--- config.mk ---
export PLATFORM = sky130hd
export DESIGN_NAME = xbar_spi_config_flat
export DESIGN_NICKNAME = d
export VERILOG_FILES = /design/src/rtl/xbar_spi_config_if.sv /design/src/rtl/xbar_spi_config.sv /design/src/flat_wrapper.sv
export SDC_FILE = /design/constraint.sdc
export NUM_CORES = 1
export LEC_CHECK = 0
export ABC_AREA = 1
export ABC_CLOCK_PERIOD_IN_PS = 1750
export CAP_MARGIN = 20
export CORE_MARGIN = 5
export CORE_UTILIZATION = 35
export CTS_CLUSTER_DIAMETER = 120
export CTS_CLUSTER_SIZE = 12
export DETAILED_ROUTE_END_ITERATION = 16
export MAX_ROUTING_LAYER = met4
export PLACE_DENSITY_LB_ADDON = 0.15
export SYNTH_ARGS = -nofsm -noshare
export SYNTH_HDL_FRONTEND = slang
export SYNTH_SLANG_ARGS = --single-unit
--- constraint.sdc ---
create_clock -name clk -period 1.75 [get_ports clk]
set_input_delay 0.175 -clock clk [delete_from_list [all_inputs] [get_ports clk]]
set_output_delay 0.175 -clock clk [all_outputs]
set_load 0.005 [all_outputs]
--- src/rtl/xbar_spi_config_if.sv ---
// SPI pins plus the committed crossbar select word, bundled for xbar_spi_config.
// The master modport is the SPI master / crossbar side; the slave modport is the config block.
interface xbar_spi_config_if;
  logic       sclk;
  logic       cs_n;
  logic       mosi;
  logic       miso;
  logic [5:0] cfg;
  logic       cfg_upd;
  logic       err;

  modport master (
    output sclk, cs_n, mosi,
    input  miso, cfg, cfg_upd, err
  );

  modport slave (
    input  sclk, cs_n, mosi,
    output miso, cfg, cfg_upd, err
  );
endinterface

--- src/rtl/xbar_spi_config.sv ---
// SPI-slave (mode 0) configuration register holding the crossbar's 6-bit one-hot select word.
// Define XBAR_CFG_ONEHOT_CHECK_EN to reject writes whose select fields are not one-hot.
module xbar_spi_config #(
  parameter int         FRAME_W   = 8,
  parameter logic [5:0] RESET_CFG = 6'b100100
) (
  input  logic            clk,
  input  logic            rst_n,
  xbar_spi_config_if.slave bus
);

  typedef enum logic [1:0] {IDLE, SHIFT, COMMIT} state_t;

  localparam int                CNT_W    = $clog2(FRAME_W + 1);
  localparam logic [CNT_W-1:0]  FULL_CNT = CNT_W'(FRAME_W);

  function automatic logic [CNT_W-1:0] sat_inc(input logic [CNT_W-1:0] cnt);
    return (cnt == FULL_CNT) ? cnt : cnt + CNT_W'(1);
  endfunction

`ifdef XBAR_CFG_ONEHOT_CHECK_EN
  function automatic logic onehot3(input logic [2:0] f);
    return (f == 3'b100) || (f == 3'b010) || (f == 3'b001);
  endfunction
`endif

  state_t             state, state_nxt;
  logic               sclk_p0, sclk_p1, sclk_p2;
  logic               cs_n_p0, cs_n_p1, cs_n_p2;
  logic               mosi_p0, mosi_p1;
  logic               sclk_rise, sclk_fall, cs_fall, cs_rise;
  logic [CNT_W-1:0]   bit_cnt;
  logic               wr_bit;
  logic [5:0]         cfg_sr;
  logic [FRAME_W-1:0] tx_sr;
  logic [5:0]         cfg_q;
  logic               upd_q;
  logic               err_q;
  logic               fields_ok;
  logic               take_bit;

  // Stage p0/p1: two-flop synchronisers; p2: edge-detect history for sclk and cs_n.
  // cs_n history resets low so a master still selected across reset must re-assert cs_n.
  always_ff @(posedge clk or negedge rst_n) begin
    if (!rst_n) begin
      sclk_p0 <= 1'b0;
      sclk_p1 <= 1'b0;
      sclk_p2 <= 1'b0;
      cs_n_p0 <= 1'b0;
      cs_n_p1 <= 1'b0;
      cs_n_p2 <= 1'b0;
      mosi_p0 <= 1'b0;
      mosi_p1 <= 1'b0;
    end else begin
      sclk_p0 <= bus.sclk;
      sclk_p1 <= sclk_p0;
      sclk_p2 <= sclk_p1;
      cs_n_p0 <= bus.cs_n;
      cs_n_p1 <= cs_n_p0;
      cs_n_p2 <= cs_n_p1;
      mosi_p0 <= bus.mosi;
      mosi_p1 <= mosi_p0;
    end
  end

  assign sclk_rise = sclk_p1 & ~sclk_p2;
  assign sclk_fall = ~sclk_p1 & sclk_p2;
  assign cs_fall   = ~cs_n_p1 & cs_n_p2;
  assign cs_rise   = cs_n_p1 & ~cs_n_p2;

  always_ff @(posedge clk or negedge rst_n) begin
    if (!rst_n) state <= IDLE;
    else        state <= state_nxt;
  end

  always_comb begin
    state_nxt = state;
    case (state)
      IDLE:    if (cs_fall) state_nxt = SHIFT;
      SHIFT:   if (cs_rise) state_nxt = COMMIT;
      COMMIT:  state_nxt = IDLE;
      default: state_nxt = IDLE;
    endcase
  end

  // A deselect seen in the same cycle as an sclk edge ends the frame; the edge is dropped.
  assign take_bit = (state == SHIFT) && !cs_rise && sclk_rise && (bit_cnt != FULL_CNT);

`ifdef XBAR_CFG_ONEHOT_CHECK_EN
  assign fields_ok = onehot3(cfg_sr[5:3]) & onehot3(cfg_sr[2:0]);
`else
  assign fields_ok = 1'b1;
`endif

  always_ff @(posedge clk or negedge rst_n) begin
    if (!rst_n) begin
      bit_cnt <= '0;
      cfg_q   <= RESET_CFG;
      upd_q   <= 1'b0;
      err_q   <= 1'b0;
    end else begin
      upd_q <= 1'b0;
      case (state)
        IDLE: if (cs_fall) bit_cnt <= '0;
        SHIFT: if (!cs_rise && sclk_rise) bit_cnt <= sat_inc(bit_cnt);
        COMMIT: begin
          // Abort and invalid fields both land here, so err is set once per frame.
          if (bit_cnt != FULL_CNT)  err_q <= 1'b1;
          else if (!wr_bit)         err_q <= 1'b0;
          else if (fields_ok) begin
            cfg_q <= cfg_sr;
            upd_q <= 1'b1;
          end else                  err_q <= 1'b1;
        end
        default: ;
      endcase
    end
  end

  // Receive/transmit shifters: the reserved bit (second on the wire) is never stored.
  always_ff @(posedge clk) begin
    if (state == IDLE && cs_fall) begin
      wr_bit <= 1'b0;
      cfg_sr <= '0;
      tx_sr  <= {err_q, 1'b0, cfg_q};
    end else if (take_bit) begin
      if (bit_cnt == CNT_W'(0))       wr_bit <= mosi_p1;
      else if (bit_cnt >= CNT_W'(2))  cfg_sr <= {cfg_sr[4:0], mosi_p1};
    end else if (state == SHIFT && !cs_rise && sclk_fall) begin
      tx_sr <= {tx_sr[FRAME_W-2:0], 1'b0};
    end
  end

  assign bus.miso    = (state == SHIFT) ? tx_sr[FRAME_W-1] : 1'b0;
  assign bus.cfg     = cfg_q;
  assign bus.cfg_upd = upd_q;
  assign bus.err     = err_q;

endmodule

--- src/flat_wrapper.sv ---
// flat-port wrapper written by rule: the top's interface ports become plain ports
module xbar_spi_config_flat 
#(
  parameter int         FRAME_W   = 8,
  parameter logic [5:0] RESET_CFG = 6'b100100
)
  (clk, rst_n, bus_sclk, bus_cs_n, bus_mosi, bus_miso, bus_cfg, bus_cfg_upd, bus_err);
  xbar_spi_config_if bus_i ();
  input  logic clk;
  input  logic rst_n;
  input wire logic [$bits(bus_i.sclk)-1:0] bus_sclk;
  input wire logic [$bits(bus_i.cs_n)-1:0] bus_cs_n;
  input wire logic [$bits(bus_i.mosi)-1:0] bus_mosi;
  output wire logic [$bits(bus_i.miso)-1:0] bus_miso;
  output wire logic [$bits(bus_i.cfg)-1:0] bus_cfg;
  output wire logic [$bits(bus_i.cfg_upd)-1:0] bus_cfg_upd;
  output wire logic [$bits(bus_i.err)-1:0] bus_err;
  assign bus_i.sclk = bus_sclk;
  assign bus_i.cs_n = bus_cs_n;
  assign bus_i.mosi = bus_mosi;
  assign bus_miso = bus_i.miso;
  assign bus_cfg = bus_i.cfg;
  assign bus_cfg_upd = bus_i.cfg_upd;
  assign bus_err = bus_i.err;
  xbar_spi_config #(.FRAME_W(FRAME_W), .RESET_CFG(RESET_CFG)) u_core (.clk(clk), .rst_n(rst_n), .bus(bus_i));
endmodule
# Word level (Yosys, flattened, before mapping)
# Cells that the tools add are included.
[word_totals] register_bits=37 latch_bits=0 ramBits=0 mem_bits_ro=0 in_bits=5 out_inout_bits=9 word_cells=75 n_memories=0
[classes] addsub=1 mul=0 div=0 magnitude_cmp=1 eq_ne=10 n_shift=0 mux=16 n_bitwise=11 reduce_logical=19
[op_table] op="$mux 8" n=3
[op_table] op="$mux 4" n=3
[op_table] op="$reduce_and 2->1" n=5
[op_table] op="$ne 2x2->1 const B" n=4
[op_table] op="$pmux 4 s2" n=1
[op_table] op="$not 1->1" n=7
[op_table] op="$logic_and 1x1->1" n=6
[op_table] op="$mux 1" n=6
[op_table] op="$reduce_and 3->1" n=2
[op_table] op="$add 4x1->4 const B" n=1
[op_table] op="$and 1x1->1" n=4
[op_table] op="$eq 4x4->1 const B" n=1
[op_table] op="$ge 4x2->1 const B" n=1
[op_table] op="$logic_not 4->1" n=1
[op_table] op="$mux 2" n=2
[op_table] op="$ne 2x1->1 const B" n=2
[op_table] op="$ne 4x4->1 const B" n=1
[op_table] op="$pmux 2 s2" n=1
[op_table] op="$reduce_and 4->1" n=1
[op_table] op="$reduce_bool 2->1" n=2
[op_table] op="$eq 2x1->1 const B" n=1
[op_table] op="$eq 2x2->1 const B" n=1
[op_table] op="$logic_not 2->1" n=1
[op_table] op="$logic_not 1->1" n=1

# Depth between registers and ports, before layout
# Gate-level depths: netlist (run 1).
[depth] depth_word=8 depth_mapped=9 ltp_nobuf=9

# Least setup slack after synthesis (run 1)
# Ideal clock, no wire load.
[synth_path] path_type="register to register" startpoint="register u_core.state[0]" endpoint="register u_core.tx_sr[0], enable pin" setup_time_ns=0.323 arrival_time_ns=1.075 required_time_ns=1.427 setup_slack_ns=0.352 stages_incl_launch_ff=5 n_path_buf=1 synth_period_minus_slack_ns=1.398 path_cell_list="dfrtp_1 > inv_1 > nand4_1 > buf_4 > nand2_1"
[synth_via] elab_chain_cells=6 word_cells_on_any_way=10 classes_between="2 x eq/ne; 8 x reduce/logical"
[synth_rtl] element="start, declared" line_no="xbar_spi_config.sv:27" rtl="state_t state, state_nxt;"
[synth_rtl] element="start signal, assigned" line_no="xbar_spi_config.sv:73" rtl="else state <= state_nxt;"
[synth_rtl] element="$eq 2x1->1" line_no="xbar_spi_config.sv:87, xbar_spi_config.sv:129"
[synth_rtl] element="$logic_and 1x1->1" line_no="xbar_spi_config.sv:87, xbar_spi_config.sv:129"
[synth_rtl] element="$logic_and 1x1->1 (2 in a row)" line_no="xbar_spi_config.sv:87" rtl="assign take_bit = (state == SHIFT) && !cs_rise && sclk_rise && (bit_cnt != FULL_CNT);"
[synth_rtl] element="$ne 2x2->1 (no line)"
[synth_rtl] element="$reduce_and 2->1 (no line) *"
[synth_rtl] element="end signal, assigned" line_no="xbar_spi_config.sv:125" rtl="tx_sr <= {err_q, 1'b0, cfg_q};"
[synth_rtl] element="end signal, assigned" line_no="xbar_spi_config.sv:130" rtl="tx_sr <= {tx_sr[FRAME_W-2:0], 1'b0};"
[synth_rtl] element="end, declared" line_no="xbar_spi_config.sv:35" rtl="logic [FRAME_W-1:0] tx_sr;"
# Every way passes the cells marked *; elsewhere a longest branch is shown, timed or not.
# A chain may end at the register's enable or synchronous reset.

# Final worst setup path (run 1)
[layout_path] startpoint="register u_core.state[1]" endpoint="output port bus_miso"
[layout_via] elab_chain_cells=2
[layout_rtl] element="$eq 2x1->1" line_no="xbar_spi_config.sv:134" rtl="assign bus.miso = (state == SHIFT) ? tx_sr[FRAME_W-1] : 1'b0;"
[layout_rtl] element="$mux 1" line_no="xbar_spi_config.sv:134"
[layout_rtl] element="end, declared" line_no="flat_wrapper.sv:14" rtl="output wire logic [$bits(bus_i.miso)-1:0] bus_miso;"
# No other way between the ends.

==> key figures, run 1 <==
Timing
  • Final setup viols: 0
  • Slew HR: 79.39%
  • Slew of the pin with the lowest slew margin: 0.3084 ns
  • Final Worst Setup Slack: 0.1355 ns
  • Fin crit share: 92.26%
  • Setup tns final: 0 ns
  • Min cycle time layout: 1.615 ns
  • FMAX: 0.6194 GHz
  • Hold Fails Final Rpt: 0
  • Max-slew violation count: 0
  • RSZ-0062 raised after global routing: false
  • Min Hold Slack: 0.2341 ns
  • Skew final: 0.006995 ns

Worst setup path
  • CP top delay family: buffers and inverters
  • CP Capture Type: output pin
  • R2r endpoint: u_core.bus.cfg[1]$_DFFE_PN0P_
  • Worst Setup SP: u_core.state[1]$_DFFE_PN0P_
  • FF-to-FF Start: u_core.bit_cnt[0]$_DFFE_PN0P_
  • Req. time, crit path: 1.57 ns
  • Slowest cell on crit path: clkdlybuf4s50_1
  • Worst Path Max Fanout: 4
  • Slowest Stage Delay on Critical Path: 0.50 ns
  • Critical path launch point type: flip-flop
  • Buf+Inv Stages, Crit Path: 2
  • R2R setup slack: 0.22 ns
  • Critical path class: flip-flop to output pin
  • CP Depth: 4
  • Worst setup path endpoint: bus_miso
  • CP cell instances: inv_2 -> nand2_4 -> nor2_1 -> clkdlybuf4s50_1
  • Reg2Reg Depth: 7
  • Arr. time, crit path: 1.44 ns

Power and ir drop
  • Power Density: 1095 nW/µm²
  • Peak VDD IR: 0.4570 mV
  • Leak Pwr: 0.8918 nW
  • Power, Total: 2.094 mW

Route
  • Total iterations of the first detailed-routing run: 4
  • Via count: 1085
  • Drc violations: 0
  • Final ANT Viol Nets: 0
  • Vias per inst: 4.447
  • WL/cell: 11.07 µm
  • Detailed-route wire length: 2701 µm
  • Starting DRT DRC Count: 81

Synthesis
  • Post-synthesis register bit count: 37
  • Mapped cell area: 1614 µm²
  • Cells after synthesis: 171
  • Cell variety after synth: 23
  • Seq/Total Area, Yosys: 57.21%
  • Syn nets: 179
  • Syn_area_per_cell: 9.439 µm²
  • Synth Warn #: 0

Layout
  • Area of the multi-input gates: 559.3 µm²
  • Most common cell after layout, fill and taps aside: nand2_1
  • Share of cells above drive strength 1: 14.58%
  • Seq. cell area: 923.4 µm²
  • Most frequent cells in the layout: nand2_1 (35), inv_1 (27), nor2_1 (24)
  • Synth-to-layout area growth: 18.45%
  • Diodes inserted: 0
  • Filler cells: 439
  • Nets: 199
  • Post-route cell area: 1912 µm²
  • Final std cells w/o fill: 244
  • Util after Layout: 43.31%

Floorplan
  • Total core area: 4414 µm²
  • Initial Utilization: 36.56%
  • Rows: 24
  • Die extent in y: 77.91 µm
  • Die width: 77.91 µm
  • Io pins: 14
  • Die ar.: 6070 µm²

Place
  • Placed Area: 1805 µm²
  • Port bufs: 13
  • RD Place Congestion: 0.8058
  • DP HPWL: 2075 µm
  • Post-placement cell count: 236
  • Pre-CTS setup slack: 0.2047 ns

Outcome
  • Status: completed

CTS
  • Maximum buffer depth of the clock tree: 2
  • Root Buffer: clkbuf_8
  • Post-CTS Resized: 0
  • CTS buffer count: 5
  • CTS H-tree depth: 2
  • Setup bufs post-CTS: 0
  • Clock latency at the later pin of the worst-skew pair: 0.28 ns
  • CTS sink cnt: 37
  • TritonCTS clock tree: done
  • Worst-path clk slew: 0.07 ns
  • Post-CTS Hold Fix Bufs: 0

Global routing
  • Initial antenna violation count: 0
  • GRT Resource Usage Total: 10.71%
  • First-pass GRT wire length: 5071 µm
  • Global route overflow: 0
  • Largest net degree at the start of global routing: 23
  • Vias in the first global route: 1118

Job
  • Maxcap violations: 0

Min path
  • Hold Crit Class: primary input to asynchronous set/reset pin
-- kinds of logic (layout without fill, tap and decap cells) --
logic type,count (synthesis),after routing,share of synthesized area (%)
compound gates,16,16,6.124
buf+inv,32,53,8.140
xor+xnor,2,2,1.085
fa+ha+maj,3,3,2.326
simple gates,81,81,25.12
flops,37,37,57.21
-- cell usage after synthesis, drive strengths merged --
master	count	share of area [%]
buf	2	1.2
nand4	7	2.7
nand3b	1	0.47
inv	30	7.0
nand3	8	4.7
nand2	37	9.2
edfxtp	7	13
dfrtp	20	31
dfstp	2	3.3
dfxtp	8	9.9
o21ai	16	6.1
ha	3	2.3
nor2	28	8.1
xor2	2	1.1
-- report_power, final --
part | switching, mW | internal (mW)
sequential | 0.0605 | 0.976
clock | 0.287 | 0.421
combinational | 0.216 | 0.133
-- worst register-to-register path, delay by kind of cell (launching register included) --
| family | cells | cell delay [ns] |
|---|---|---|
| simple gates | 3 | 0.51 |
| buf+inv | 2 | 0.22 |
| flops | 1 | 0.39 |
| fa+ha+maj | 1 | 0.24 |
| compound gates | 1 | 0.06 |
-- routing by layer --
metal	track usage [%]	share of wire, %	vias to the layer above
li1	-	-	572
met1	12.77	49	491
met2	16.28	45	16
met3	3.588	4.3	6
met4	5.068	1.8	0
met5	-	0	-
-- state kept, by name, summed over array words and instances, names as in the netlist, 2 cells and up --
signal          count
u_core.tx_sr        8
u_core.bus.cfg      6
u_core.cfg_sr       6
u_core.bit_cnt      4
u_core.state        2
-- how the worst min path moves through the flow --
stage | depth (start not counted) | start | slack, ns | end
after CTS | 2 | rst_n | 0.23 | u_core.cs_n_p2$_DFF_PN0_
after floorplan | 0 | rst_n | -0.12 | u_core.bit_cnt[0]$_DFFE_PN0P_
after global routing | 2 | rst_n | 0.26 | u_core.cs_n_p2$_DFF_PN0_
after detailed placement | 0 | u_core.mosi_p0$_DFF_PN0_ | 0.34 | u_core.mosi_p1$_DFF_PN0_
after global placement | 0 | u_core.cs_n_p0$_DFF_PN0_ | 0.33 | u_core.cs_n_p1$_DFF_PN0_
final | 2 | rst_n | 0.23 | u_core.cs_n_p2$_DFF_PN0_
-- final cells by class --
cell class | instances | share of cell area [%]
Inverter | 30 | 5.890
Sequential cell | 37 | 48.30
Timing Repair Buffer | 15 | 7.592
Tap cell | 52 | 3.403
Multi-Input combinational cell | 102 | 29.25
Clock buffer | 6 | 3.796
Clock inverter | 2 | 1.767
No activity file was read; power rests on OpenSTA's default activity.
==> inputs of run 2 (changes only) <==
--- a/config.mk
+++ b/config.mk
@@ -6,7 +6,7 @@
 export NUM_CORES = 1
 export LEC_CHECK = 0
 export ABC_AREA = 1
-export ABC_CLOCK_PERIOD_IN_PS = 1750
+export ABC_CLOCK_PERIOD_IN_PS = 2000
 export CAP_MARGIN = 20
 export CORE_MARGIN = 5
 export CORE_UTILIZATION = 35
==> constraint.sdc (replaced) <==
create_clock -name clk -period 2 [get_ports clk]
set_input_delay 0.2 -clock clk [delete_from_list [all_inputs] [get_ports clk]]
set_output_delay 0.2 -clock clk [all_outputs]
set_load 0.005 [all_outputs]
==> key figures, run 2 (synthesis results as in run 1) <==
Outcome
  • Status: completed

Timing
  • Min Hold Slack: 0.2574 ns (+0.02333 ns)
  • Max-slew violation count: 0 (unchanged)
  • Final setup viols: 0 (unchanged)
  • Fin crit share: 81.78%
  • FMAX: 0.6114 GHz
  • Setup tns final: 0 ns (unchanged)
  • Slew of the pin with the lowest slew margin: 0.3041 ns (-0.004320 ns)
  • RSZ-0062 raised after global routing: false
  • Skew final: 0.006264 ns (-0.0007310 ns)
  • Hold Fails Final Rpt: 0 (unchanged)
  • Slew HR: 79.68% (+0.29 points)
  • Min cycle time layout: 1.636 ns

Power and ir drop
  • Combinational power share: 16.6% (about the same)
  • Clock Power Share: 33.8% (about the same)
  • Leak Pwr: 0.8918 nW (unchanged)
  • Sw Share: 26.94% (+0.028 points)
  • Switching pwr: 0.4938 mW (-12%)
  • Register share of total power: 49.5% (about the same)
  • Peak VDD IR: 0.3521 mV (-23%)
  • Int Pwr: 1.339 mW (-12%)
  • Power Density: 958.6 nW/µm² (-12%)

Global routing
  • Initial antenna violation count: 0 (unchanged)
  • Vias in the first global route: 1108 (-0.89%)
  • Global route overflow: 0 (unchanged)
  • Largest net degree at the start of global routing: 23 (unchanged)
  • GRT Resource Usage Total: 10.69% (-0.025 points)
  • First-pass GRT wire length: 5085 µm (+0.28%)

Layout
  • Most common cell after layout, fill and taps aside: nand2_1
  • Max FFs per register: 8 (unchanged)
  • Synth-to-layout area growth: 18.45% (unchanged)
  • Most frequent cells in the layout: nand2_1 (35), inv_1 (27), nor2_1 (24)
  • Share of cells above drive strength 1: 14.58% (unchanged)
  • Util after Layout: 43.31% (unchanged)
  • Diodes inserted: 0 (unchanged)
  • Nets: 199 (unchanged)
  • Top reg by flops: u_core.tx_sr
  • Filler cells: 428 (-2.5%)

Place
  • Port bufs: 13 (unchanged)
  • RD Place Congestion: 0.8056 (about the same)
  • DP HPWL: 2063 µm (-0.59%)

Floorplan
  • Rows: 24 (unchanged)
  • Die width: 77.91 µm (unchanged)
  • Die extent in y: 77.91 µm (unchanged)
  • Io pins: 14 (unchanged)
  • Total core area: 4414 µm² (unchanged)
  • Initial Utilization: 36.56% (unchanged)
  • Die ar.: 6070 µm² (unchanged)

Route
  • Vias per inst: 4.361 (-1.9%)
  • Total iterations of the first detailed-routing run: 4 (unchanged)
  • Detailed-route wire length: 2736 µm (+1.3%)
  • Starting DRT DRC Count: 74 (-8.6%)
  • WL/cell: 11.21 µm (+1.3%)
  • Drc violations: 0 (unchanged)
  • Via count: 1064 (-1.9%)
  • Final ANT Viol Nets: 0 (unchanged)

Worst setup path
  • Reg2Reg Depth: 7 (unchanged)
  • Req. time, crit path: 1.80 ns (+0.23 ns)
  • Worst Path Max Fanout: 4 (unchanged)
  • R2R setup slack: 0.47 ns (+0.25 ns)
  • FF-to-FF Start: u_core.bit_cnt[0]$_DFFE_PN0P_
  • Critical path class: flip-flop to output pin
  • R2r endpoint: u_core.bus.cfg[3]$_DFFE_PN0P_
  • Critical path launch point type: flip-flop
  • Arr. time, crit path: 1.44 ns (about the same)
  • CP Capture Type: output pin

Job
  • Maxcap violations: 0 (unchanged)

CTS
  • Setup bufs post-CTS: 0 (unchanged)
  • Root Buffer: clkbuf_8
  • Worst-path clk slew: 0.07 ns (about the same)
  • CTS buffer count: 5 (unchanged)
  • Maximum buffer depth of the clock tree: 2 (unchanged)
  • CTS sink cnt: 37 (unchanged)
  • Post-CTS Resized: 0 (unchanged)
  • CTS H-tree depth: 2 (unchanged)
  • Post-CTS Hold Fix Bufs: 0 (unchanged)
  • Clock latency at the later pin of the worst-skew pair: 0.28 ns (about the same)
  • TritonCTS clock tree: done

Min path
  • Hold Crit Class: primary input to asynchronous set/reset pin
==> run 2: cell counts in the layout (fill, tap and decap cells not counted) <==
Identical to the previous run, type by type.
==> run 2: worst max-delay path by stage <==
| stage | startpoint | end | cells past startpoint |
|---|---|---|---|
| after floorplan | u_core.state[0]$_DFFE_PN0P_ | u_core.tx_sr[0]$_DFFE_PP_ | 4 |
| after global placement | u_core.bit_cnt[0]$_DFFE_PN0P_ | u_core.bus.cfg[3]$_DFFE_PN0P_ | 7 |
| after detailed placement | u_core.bit_cnt[0]$_DFFE_PN0P_ | u_core.bus.cfg[1]$_DFFE_PN0P_ | 7 |
| after CTS | u_core.state[1]$_DFFE_PN0P_ | bus_miso | 4 |
| after global routing | u_core.state[1]$_DFFE_PN0P_ | bus_miso | 4 |
| final | u_core.state[1]$_DFFE_PN0P_ | bus_miso | 4 |
==> run 2: metrics by stage <==
stage                     cells  setup WS [ns]  total power [mW]  cell area (µm²)
after CTS                   244         0.3419             1.862             1912
after global routing        244         0.2645             1.958             1912
after floorplan             171         0.6015             1.131             1614
after global placement      236         0.4991             1.223             1805
final                       244         0.3645             1.833             1912
after detailed placement    236         0.4529             1.235             1805
==> run 2: critical path, stage by stage, from the launching register on <==
cell and delay [ns]:
dfrtp_1 0.41, inv_2 0.09, nand2_4 0.07, nor2_1 0.09, clkdlybuf4s50_1 0.50
==> run 2: final cells by class <==
type,count,area [µm²],area share (%)
Sequential cell,37,923.4,48.30
Multi-Input combinational cell,102,559.3,29.25
Timing Repair Buffer,15,145.1,7.592
Inverter,30,112.6,5.890
Clock buffer,6,72.57,3.796
Tap cell,52,65.06,3.403
Clock inverter,2,33.78,1.767
==> run 2: layer usage <==
| metal | up-vias | share of wire, % | GRT usage [%] |
|---|---|---|---|
| met1 | 470 | 49 | 13.13 |
| met4 | 0 | 2.2 | 4.561 |
| met2 | 14 | 44 | 15.86 |
| met3 | 7 | 4.5 | 3.819 |
| li1 | 573 | - | - |
| met5 | - | 0 | - |
==> run 2: power by group through the flow <==
stage                     sequential, mW  combinational [mW]  clock, mW
after floorplan                    0.912               0.219          0
after global placement             0.920               0.303          0
after detailed placement           0.924               0.311          0
after CTS                          0.909               0.312      0.641
after global routing               0.919               0.365      0.675
final                              0.908               0.305      0.620
